**src/rtl/dmem_pkg.sv**
```systemverilog
// Shared types and constants for the data-memory block-copy engine.
package dmem_pkg;

    typedef enum logic [1:0] {IDLE, READ, WRITE, DONE} dma_state_t;

    localparam int WORD_BYTES = 4;

endpackage

```
**src/rtl/dmem_port_mux.sv**
```systemverilog
// Selects who owns the dmem port: the CPU when sel=0, the copy engine when sel=1.
module dmem_port_mux #(
    parameter int n = 32
) (
    input  logic         sel,
    input  logic         cpu_memWrite,
    input  logic [n-1:0] cpu_addr,
    input  logic [n-1:0] cpu_writeData,
    input  logic         eng_memWrite,
    input  logic [n-1:0] eng_addr,
    input  logic [n-1:0] eng_writeData,
    output logic         mem_memWrite,
    output logic [n-1:0] mem_addr,
    output logic [n-1:0] mem_writeData
);

    // CPU writes are dropped entirely while the engine owns the port.
    assign mem_memWrite  = sel ? eng_memWrite  : cpu_memWrite;
    assign mem_addr      = sel ? eng_addr      : cpu_addr;
    assign mem_writeData = sel ? eng_writeData : cpu_writeData;

endmodule

```
**src/rtl/dmem_dma.sv**
```systemverilog
// Block-copy initiator on the dmem single port: copies len words src->dst, ascending,
// two cycles per word; the CPU owns the port whenever the engine is idle.
module dmem_dma
    import dmem_pkg::*;
#(
    parameter int n = 32,
    parameter int r = 7
) (
    input  logic         clk,
    input  logic         rst,
    input  logic         start,
    input  logic [n-1:0] src_addr,
    input  logic [n-1:0] dst_addr,
    input  logic [r:0]   len,
    output logic         busy,
    output logic         done,
    input  logic         cpu_memWrite,
    input  logic [n-1:0] cpu_addr,
    input  logic [n-1:0] cpu_writeData,
    output logic [n-1:0] cpu_readData,
    output logic         mem_memWrite,
    output logic [n-1:0] mem_addr,
    output logic [n-1:0] mem_writeData,
    input  logic [n-1:0] mem_readData
);

    localparam logic [n-1:0] ALIGN_MASK = ~n'(WORD_BYTES - 1);
    localparam logic [n-1:0] STEP       = n'(WORD_BYTES);

    dma_state_t   state, state_nx;
    logic [n-1:0] src, dst, dbuf;
    logic [r:0]   cnt;
    logic         eng_memWrite;
    logic [n-1:0] eng_addr;

    // NOTE: sequential state uses non-blocking assignments so every register
    // samples pre-edge values, independent of statement order.
    always_ff @(posedge clk) begin
        if (rst) begin
            state <= IDLE;
            src   <= '0;
            dst   <= '0;
            cnt   <= '0;
            dbuf  <= '0;
        end else begin
            state <= state_nx;
            case (state)
                IDLE: if (start) begin
                    src <= src_addr & ALIGN_MASK;
                    dst <= dst_addr & ALIGN_MASK;
                    cnt <= len;
                end
                READ: begin
                    dbuf <= mem_readData;
                    src  <= src + STEP;
                end
                WRITE: begin
                    dst <= dst + STEP;
                    cnt <= cnt - 1'b1;
                end
                default: ;
            endcase
        end
    end

    // NOTE: every output of this block gets a default first so no path can
    // leave one unassigned and infer a latch.
    always_comb begin
        state_nx     = state;
        eng_memWrite = 1'b0;
        eng_addr     = dst;
        done         = 1'b0;
        case (state)
            IDLE:  if (start) state_nx = (len == '0) ? DONE : READ;
            READ: begin
                eng_addr = src;
                state_nx = WRITE;
            end
            WRITE: begin
                eng_memWrite = 1'b1;
                state_nx     = (cnt == (r+1)'(1)) ? DONE : READ;
            end
            DONE: begin
                done     = 1'b1;
                state_nx = IDLE;
            end
            default: state_nx = IDLE;
        endcase
    end

    assign busy         = (state != IDLE);
    assign cpu_readData = mem_readData;

    dmem_port_mux #(.n(n)) u_port_mux (
        .sel           (busy),
        .cpu_memWrite  (cpu_memWrite),
        .cpu_addr      (cpu_addr),
        .cpu_writeData (cpu_writeData),
        .eng_memWrite  (eng_memWrite),
        .eng_addr      (eng_addr),
        .eng_writeData (dbuf),
        .mem_memWrite  (mem_memWrite),
        .mem_addr      (mem_addr),
        .mem_writeData (mem_writeData)
    );

endmodule

```
**config.mk**
```make
export PLATFORM = sky130hd
export DESIGN_NAME = dmem_dma
export DESIGN_NICKNAME = d
export VERILOG_FILES = /design/src/rtl/dmem_pkg.sv /design/src/rtl/dmem_port_mux.sv /design/src/rtl/dmem_dma.sv
export SDC_FILE = /design/constraint.sdc
export NUM_CORES = 1
export LEC_CHECK = 0
export ABC_CLOCK_PERIOD_IN_PS = 2700
export CAP_MARGIN = 25
export CORE_MARGIN = 2
export CORE_UTILIZATION = 44
export DETAILED_ROUTE_END_ITERATION = 10
export GPL_TIMING_DRIVEN = 0
export PLACE_DENSITY = 0.78
export RECOVER_POWER = 100
export SYNTH_ARGS = -nofsm -noshare
export SYNTH_HDL_FRONTEND = slang
export SYNTH_SLANG_ARGS = --single-unit
```
**constraint.sdc**
```tcl
create_clock -name clk -period 2.7 [get_ports clk]
set_clock_uncertainty 0.15 [all_clocks]
set_input_delay 0.54 -clock clk [delete_from_list [all_inputs] [get_ports clk]]
set_output_delay 0.54 -clock clk [all_outputs]
set_load 0.02 [all_outputs]
```
# Word level (Yosys, flattened, before mapping)
# Cells that the tools add are included.
# word_totals
output_inout_bits	99
ff_bits	106
# op_classes
n_reduce_logical	7
n_mux	16
add_sub_neg	3
n_eq_ne	5
# op_table
operator	count
$mux W32	5
$pmux W32 S2	2
$add A32 B3 Y32 const B	2
$pmux W8 S2	1
$eq A8 B1 Y1 const B	1
$logic_not A8 Y1	1
$mux W8	1
$pmux W2 S4	1
$sub A8 B1 Y8 const B	1
$mux W2	3
$reduce_bool A2 Y1	3
$eq A2 B2 Y1 const B	2
$reduce_and A2 Y1	2
$mux W1	3
$eq A2 B1 Y1 const B	1
$logic_not A2 Y1	1
$ne A2 B2 Y1 const B	1

# Longest topological paths before layout
# Gate-level depths: netlist of run 1.
# depth
depth_word	4
ltp_mapped	8
mapped_depth_nobuf	7

# Hierarchy
# Synthesis of run 1 repeated with hierarchy kept, for this count alone.
# hier_totals
hier_cells	919
hier_area_um2	7130.6
# modules_own_cells
mod	cells_per_inst	area_per_inst_um2	n_inst
dmem_dma	847	6138.4	1
dmem_port_mux	72	992.2	1

# Worst setup path after synthesis of run 1
# No wires, ideal clock.
# synth_path
path_type	reg-to-output
startpoint	reg state[0]
endpoint	out mem_addr[10]
arrival_time_ns	1.708
stages_incl_launch_ff	6
n_path_buf	3
setup_slack_ns	0.302
required_time_ns	2.010
cell_sequence	dfxtp_1 buf_2 buf_2 clkbuf_1 mux2i_1 o21ai_0
# synth_via
elab_chain_cells	3
word_cells_on_any_way	4
cone_classes	eq/ne (1); mux (2); reduce/logical (1)
# synth_rtl
item	line	text
start, declared	dmem_dma.sv:30	dma_state_t state, state_nx;
start signal, assigned	dmem_dma.sv:46	state <= state_nx;
$eq A2 B1 Y1	dmem_dma.sv:73	case (state)
$mux W32	dmem_dma.sv:73	
$mux W32 *	dmem_port_mux.sv:19	assign mem_addr = sel ? eng_addr : cpu_addr;
end, declared	dmem_dma.sv:22	output logic [n-1:0] mem_addr,
# Mark *: on every way between the ends. The rest lies on a longest branch, timed or not.

# Worst setup path in the final report of run 1
# layout_path
startpoint	in start
endpoint	reg cnt[1]
# layout_via
elab_chain_cells	2
# layout_rtl
item	line	text
start, declared	dmem_dma.sv:11	input logic start,
$ne A2 B2 Y1 (no line)	n/a	
$reduce_and A2 Y1 (no line)	n/a	
end signal, assigned	dmem_dma.sv:51	cnt <= len;
end signal, assigned	dmem_dma.sv:59	cnt <= cnt - 1'b1;
end, declared	dmem_dma.sv:32	logic [r:0] cnt;
# Every way passes these cells.
# A chain may end at the register's enable or synchronous reset.

==> flow_summary.toml, run 1 <==
[status]
status = "completed"

[sta]
fin_crit_sh = 0.9856
tightestPinTransition_ns = 0.7991
max_freq_mhz = 375.8
hold_slack_ns = 0.3051
slew_headroom = 0.4673
setup-violations-final = 0
drv_slew = 0
min_period_ns = 2.661
hold_viol = 0

[floorplan]
die_h_um = 127.6
num_rows = 45
die_x_um = 127.6
core_region_area_mm2 = 0.01509
start_util = 0.4458
boundaryPins = 271
dieArea_mm2 = 0.01629

[pwr]
p_leak_nw = 3.713
p_per_area_mw_per_mm2 = 499.9
ir_drop_mv = 0.3495

[worst_setup_path]
worst_ep_required_time_ns = 2.84
start_kind = "primary input"
rr_worst_depth = 6
end_kind = "flop"
critical_path.max_fanout = 10
reg2reg_slack_ns = 0.16
cp.arrival_ns = 2.80
worstSetupPathType = "primary input to flop"

[cts]
cts_sinks = 102
worstSkewPairLatency_ns = 0.36
cts_tree = "built"
cts.clk_slew.worst_paths_ns = 0.07
cts_buffers = 9
cts_buffer_depth = 2
root_buffer = "clkbuf_16"
htreeDepth = 3

[route]
drtIter0Drc = 941
remaining_drc_errors = 0
ant_nets = 0
wirelength_mm = 27.63
viasPerCell = 5.993
num_vias = 8228
avgRoutedWirePerCell_um = 20.13
drt_first_pass_iters = 6

[placement]
dpl_cell_area_mm2 = 0.009624
post-dp-hpwl_mm = 20.81
numPortBuffers = 266
gp_congestion = 0.9548

[yosys]
syn_avg_cell_area_um2 = 7.457
ys_top_cells_by_count = "146 x nand2_1, 102 x dfxtp_1, 73 x a21oi_1"
postSynthCellCount = 902
yosysSeqAreaShare = 0.3036
synth_edf_count = 0
synthMostInstantiatedCell = "nand2_1"
synth_ff_type = "dfxtp_1"
synth.cell_area_mm2 = 0.006726
yosys_warnings = 0
syn-num-nets = 1078
netlist.area_leader.share = 0.3036
ys_types = 69
ys_ff_latch = 102
netlist_top_cells_area = "dfxtp_1 30%, nand2_1 8.1%, a21oi_1 5.4%, mux2_2 5.4%, o21ai_0 4.8%"
yosys.area.top_type = "dfxtp_1"
synthArstFlopShare = 0

[cells_and_area]
stdcell_area_mm2 = 0.009916
nNetsFinal = 1356
fill_cells = 1365
antennaDiodeCount = 0
syn2layout_area_growth_pct = 47.41
layout-drive-gt1-share = 0.1392

[global_route]
grt_first_pass_wirelength_mm = 41.92
grt_max_degree = 18
grtUsageTotal = 0.3291
grt.overflow.total = 0
grt_pass1_vias = 7802
antenna_found_initial = 0

[job]
cap_violations = 0

[min_path]
hold_path_depth = 2
worstHoldPathType = "flop to flop"
critical path: stages:
cell	delay, ns
clkdlybuf4s50_1	0.65
clkbuf_2	0.33
nor2_1	0.13
nor2_4	0.26
clkbuf_1	0.54
o211ai_1	0.17
a21oi_1	0.18
area by class of cell:
type	instances	area, µm²	area share
Multi-Input combinational cell	685	4131	0.4167
Clock buffer	10	229.0	0.02309
Sequential cell	102	2043	0.2061
Timing Repair Buffer	268	2519	0.2540
Inverter	14	56.30	0.005678
Buffer	100	631.9	0.06372
Tap cell	188	235.2	0.02372
Clock inverter	6	70.07	0.007066
state kept, by name, summed over array words and instances (netlist names):
signal,count
dst,30
dbuf,32
state,2
src,30
cnt,8
path summary, 6_finish.rpt:
| path | start | endpoint |
|---|---|---|
| max | start | cnt[1] |
| min | dbuf[4] | dbuf[4] |
| max reg2reg | src[2] | src[28] |
| min reg2reg | dbuf[4] | dbuf[4] |
cells in the final DEF (no fill, tap or decap), types with 30 or more instances in the layout:
master | synthesis | layout
dfxtp_1 | 102 | 101
buf_4 | 32 | 36
nand2_1 | 146 | 146
o21ai_0 | 64 | 63
a21oi_1 | 73 | 73
clkbuf_1 | 50 | 36
nor2_1 | 61 | 59
mux2_2 | 32 | 32
mux2i_1 | 31 | 30
buf_2 | 8 | 32
clkdlybuf4s50_1 | 0 | 199
report_power, final:
group	switching (mW)	leakage [nW]	internal, mW
logic	0.946	2.74	0.811
clock network	0.650	0.135	0.726
registers	0.179	0.840	1.64
routing by layer:
layer | wire, µm | GRT usage | vias up
met5 | 0 | 0 | -
met4 | 904 | 0.1248 | 0
met3 | 2970 | 0.06575 | 81
met2 | 12450 | 0.5275 | 543
met1 | 11310 | 0.4381 | 3796
li1 | - | - | 3808
cells by family after synthesis:
group,after synthesis,synth area share
simple gates,353,0.2535
buf+inv,115,0.08482
flops,102,0.3036
mux,63,0.09970
compound gates,254,0.2366
xor+xnor,11,0.01432
fa+ha+maj,4,0.007441
metrics by stage:
| stage | util | power, mW | setup slack [ns] | cells | TNS [ns] |
|---|---|---|---|---|---|
| final | 0.6571 | 4.957 | 0.03888 | 1373 | 0 |
| after global routing | 0.6571 | 5.146 | -0.01947 | 1373 | -0.01947 |
| after CTS | 0.6641 | 4.934 | 0.005451 | 1374 | 0 |
| after detailed placement | 0.6378 | 3.624 | -0.9323 | 1356 | -60.16 |
| after global placement | 0.6378 | 3.606 | -0.8934 | 1356 | -58.00 |
| after floorplan | - | 2.769 | 0.3020 | 902 | 0 |
repair_timing:
action | CTS | global route
endpoints found under the setup margin | 87 | 73
buffers inserted | 2 | 0
hold buffers | 0 | 0
pin swaps | 1 | 1
gates resized for setup | 223 | 40
Power figures use the tool's default switching activity.
==> run 2, diff against run 1 <==
--- a/config.mk
+++ b/config.mk
@@ -5,7 +5,7 @@
 export SDC_FILE = /design/constraint.sdc
 export NUM_CORES = 1
 export LEC_CHECK = 0
-export ABC_CLOCK_PERIOD_IN_PS = 2700
+export ABC_CLOCK_PERIOD_IN_PS = 2800
 export CAP_MARGIN = 25
 export CORE_MARGIN = 2
 export CORE_UTILIZATION = 44
==> constraint.sdc (replaced) <==
create_clock -name clk -period 2.8 [get_ports clk]
set_clock_uncertainty 0.15 [all_clocks]
set_input_delay 0.56 -clock clk [delete_from_list [all_inputs] [get_ports clk]]
set_output_delay 0.56 -clock clk [all_outputs]
set_load 0.02 [all_outputs]
==> run 2 against run 1 <==
The flow now finishes with violations (negative setup slack). Routed wire length fell by 0.34%. Global-route usage barely moved. Sequential power fell by 3%. Via count rose by 0.18%.
==> flow_summary.toml, run 2 (synthesis results as in run 1) <==
[worst_setup_path]
worst_ep_required_time_ns = 2.09
start_kind = "flop"
cpMaxStageDelayCell = "dfxtp_2"
worstSetupPathType = "flop to primary output"
crit_chain = "buf_4 > clkbuf_8 > clkbuf_8 > clkbuf_2 > o21ai_0 > clkdlybuf4s15_2"
critical_path.max_fanout = 10
crit_top_cell = "clkbuf_8"
max_stage_delay_ns = 0.34
end_kind = "primary output"
cp.arrival_ns = 2.09

[sta]
hold_viol = 0
setup_slack_ns = -0.002548
fin_crit_sh = 1.001
rsz0062_at_grt = "true"
max_freq_mhz = 356.8
drv_slew = 0
tightestPinTransition_ns = 0.7771
tns_ns = -0.002548
setup-violations-final = 1
slew_headroom = 0.4819
min_period_ns = 2.803

[floorplan]
die_h_um = 127.6
start_util = 0.4458
core_region_area_mm2 = 0.01509
dieArea_mm2 = 0.01629
boundaryPins = 271
num_rows = 45
die_x_um = 127.6

[cts]
root_buffer = "clkbuf_16"
cts.clk_slew.worst_paths_ns = 0.07
htreeDepth = 3
cts_sinks = 102
cts_buffers = 9
cts_tree = "built"
worstSkewPairLatency_ns = 0.36
cts_buffer_depth = 2

[pwr]
ir_drop_mv = 0.3411
p_total_mw = 4.755
p_leak_nw = 3.680
p_per_area_mw_per_mm2 = 479.7

[job]
cap_violations = 0

[global_route]
grt_first_pass_wirelength_mm = 41.90
grt.overflow.total = 0
grt_pass1_vias = 7735
antenna_found_initial = 0
grtUsageTotal = 0.3290
grt_max_degree = 18

[route]
wirelength_mm = 27.54
ant_nets = 0
avgRoutedWirePerCell_um = 20.03
num_vias = 8243
drt_first_pass_iters = 6
viasPerCell = 5.995
remaining_drc_errors = 0
drtIter0Drc = 933

[cells_and_area]
antennaDiodeCount = 0
layout.area.seq_mm2 = 0.002043
nNetsFinal = 1358
layout_common_cells = "167 x clkdlybuf4s50_1, 146 x nand2_1, 101 x dfxtp_1, 73 x a21oi_1, 63 x o21ai_0"
stdcell_count = 1375
final_common_cell = "clkdlybuf4s50_1"
largestRegisters = "dbuf: 32 flops, dst: 30 flops, src: 30 flops"
stdcell_area_mm2 = 0.009913
largest_register_ffs = 32
fill_cells = 1366
regMostFlops = "dbuf"
syn2layout_area_growth_pct = 47.38
multiInputGateArea_mm2 = 0.004094
layout-drive-gt1-share = 0.1163

[min_path]
worstHoldPathType = "flop to flop"

[placement]
dpl_cell_area_mm2 = 0.009624
post-dp-hpwl_mm = 20.81
gp_congestion = 0.9548
dp.cells = 1356
numPortBuffers = 266
pre_cts_ws_ns = -0.8523

[status]
status = "finished with violations"
violations = "negative setup slack"
run 2: cell types whose count changed in the layout (fill, tap and decap cells not counted), moves of 6 or more:
cell,delta
buf_2,-27
buf_6,-6
dlygate4sd2_1,+17
dlygate4sd3_1,+33
clkbuf_1,+8
clkdlybuf4s50_1,-32
clkbuf_2,+7
run 2: cell type report:
class | count | share of cell area
repair buffers | 269 | 0.2618
well taps | 188 | 0.02373
clock buffers | 10 | 0.02310
flip-flops and latches | 102 | 0.2061
clock inverters | 6 | 0.007068
multi-input cells | 685 | 0.4130
inverters | 14 | 0.005301
plain buffers | 101 | 0.05995
run 2: final timing paths:
path | from | end | slack [ns] | cells past startpoint
min | dbuf[4] | dbuf[4] | 0.30 | 2
min reg2reg | dbuf[4] | dbuf[4] | 0.30 | 2
max | state[1] | mem_addr[27] | -0.003 | 6
max reg2reg | src[14] | src[28] | 0.23 | 5
run 2: worst max-delay path, delay by kind of cell (launching register included):
kind / cells / cell delay, ns
buffers and inverters: 5 / 1.08
AOI/OAI and AO/OA: 1 / 0.30
DFF: 1 / 0.34
run 2: routing by layer:
metal	up-vias	GRT usage	share of wire
met5	-	0	0
met2	537	0.5300	0.46
met4	0	0.1189	0.028
li1	3819	-	-
met1	3815	0.4396	0.41
met3	72	0.06323	0.10
run 2: report_power, final:
part	internal [mW]	switching (mW)
sequential	1.59	0.169
combinational	0.772	0.909
clock	0.700	0.620
run 2: stage by stage:
stage	util	hold WS (ns)
final	0.6570	0.3031
after global routing	0.6570	0.3234
after detailed placement	0.6378	0.2972
after CTS	0.6624	0.3076
after global placement	0.6378	0.2921
after floorplan	-	0.2838
run 2: timing repair:
action                                  4_1_cts  5_1_grt
gates cloned                                  0        0
hold buffers                                  0        0
pin swaps                                     1        1
resized for setup                           146       24
buffers inserted                              2        1
endpoints found under the setup margin       86       55
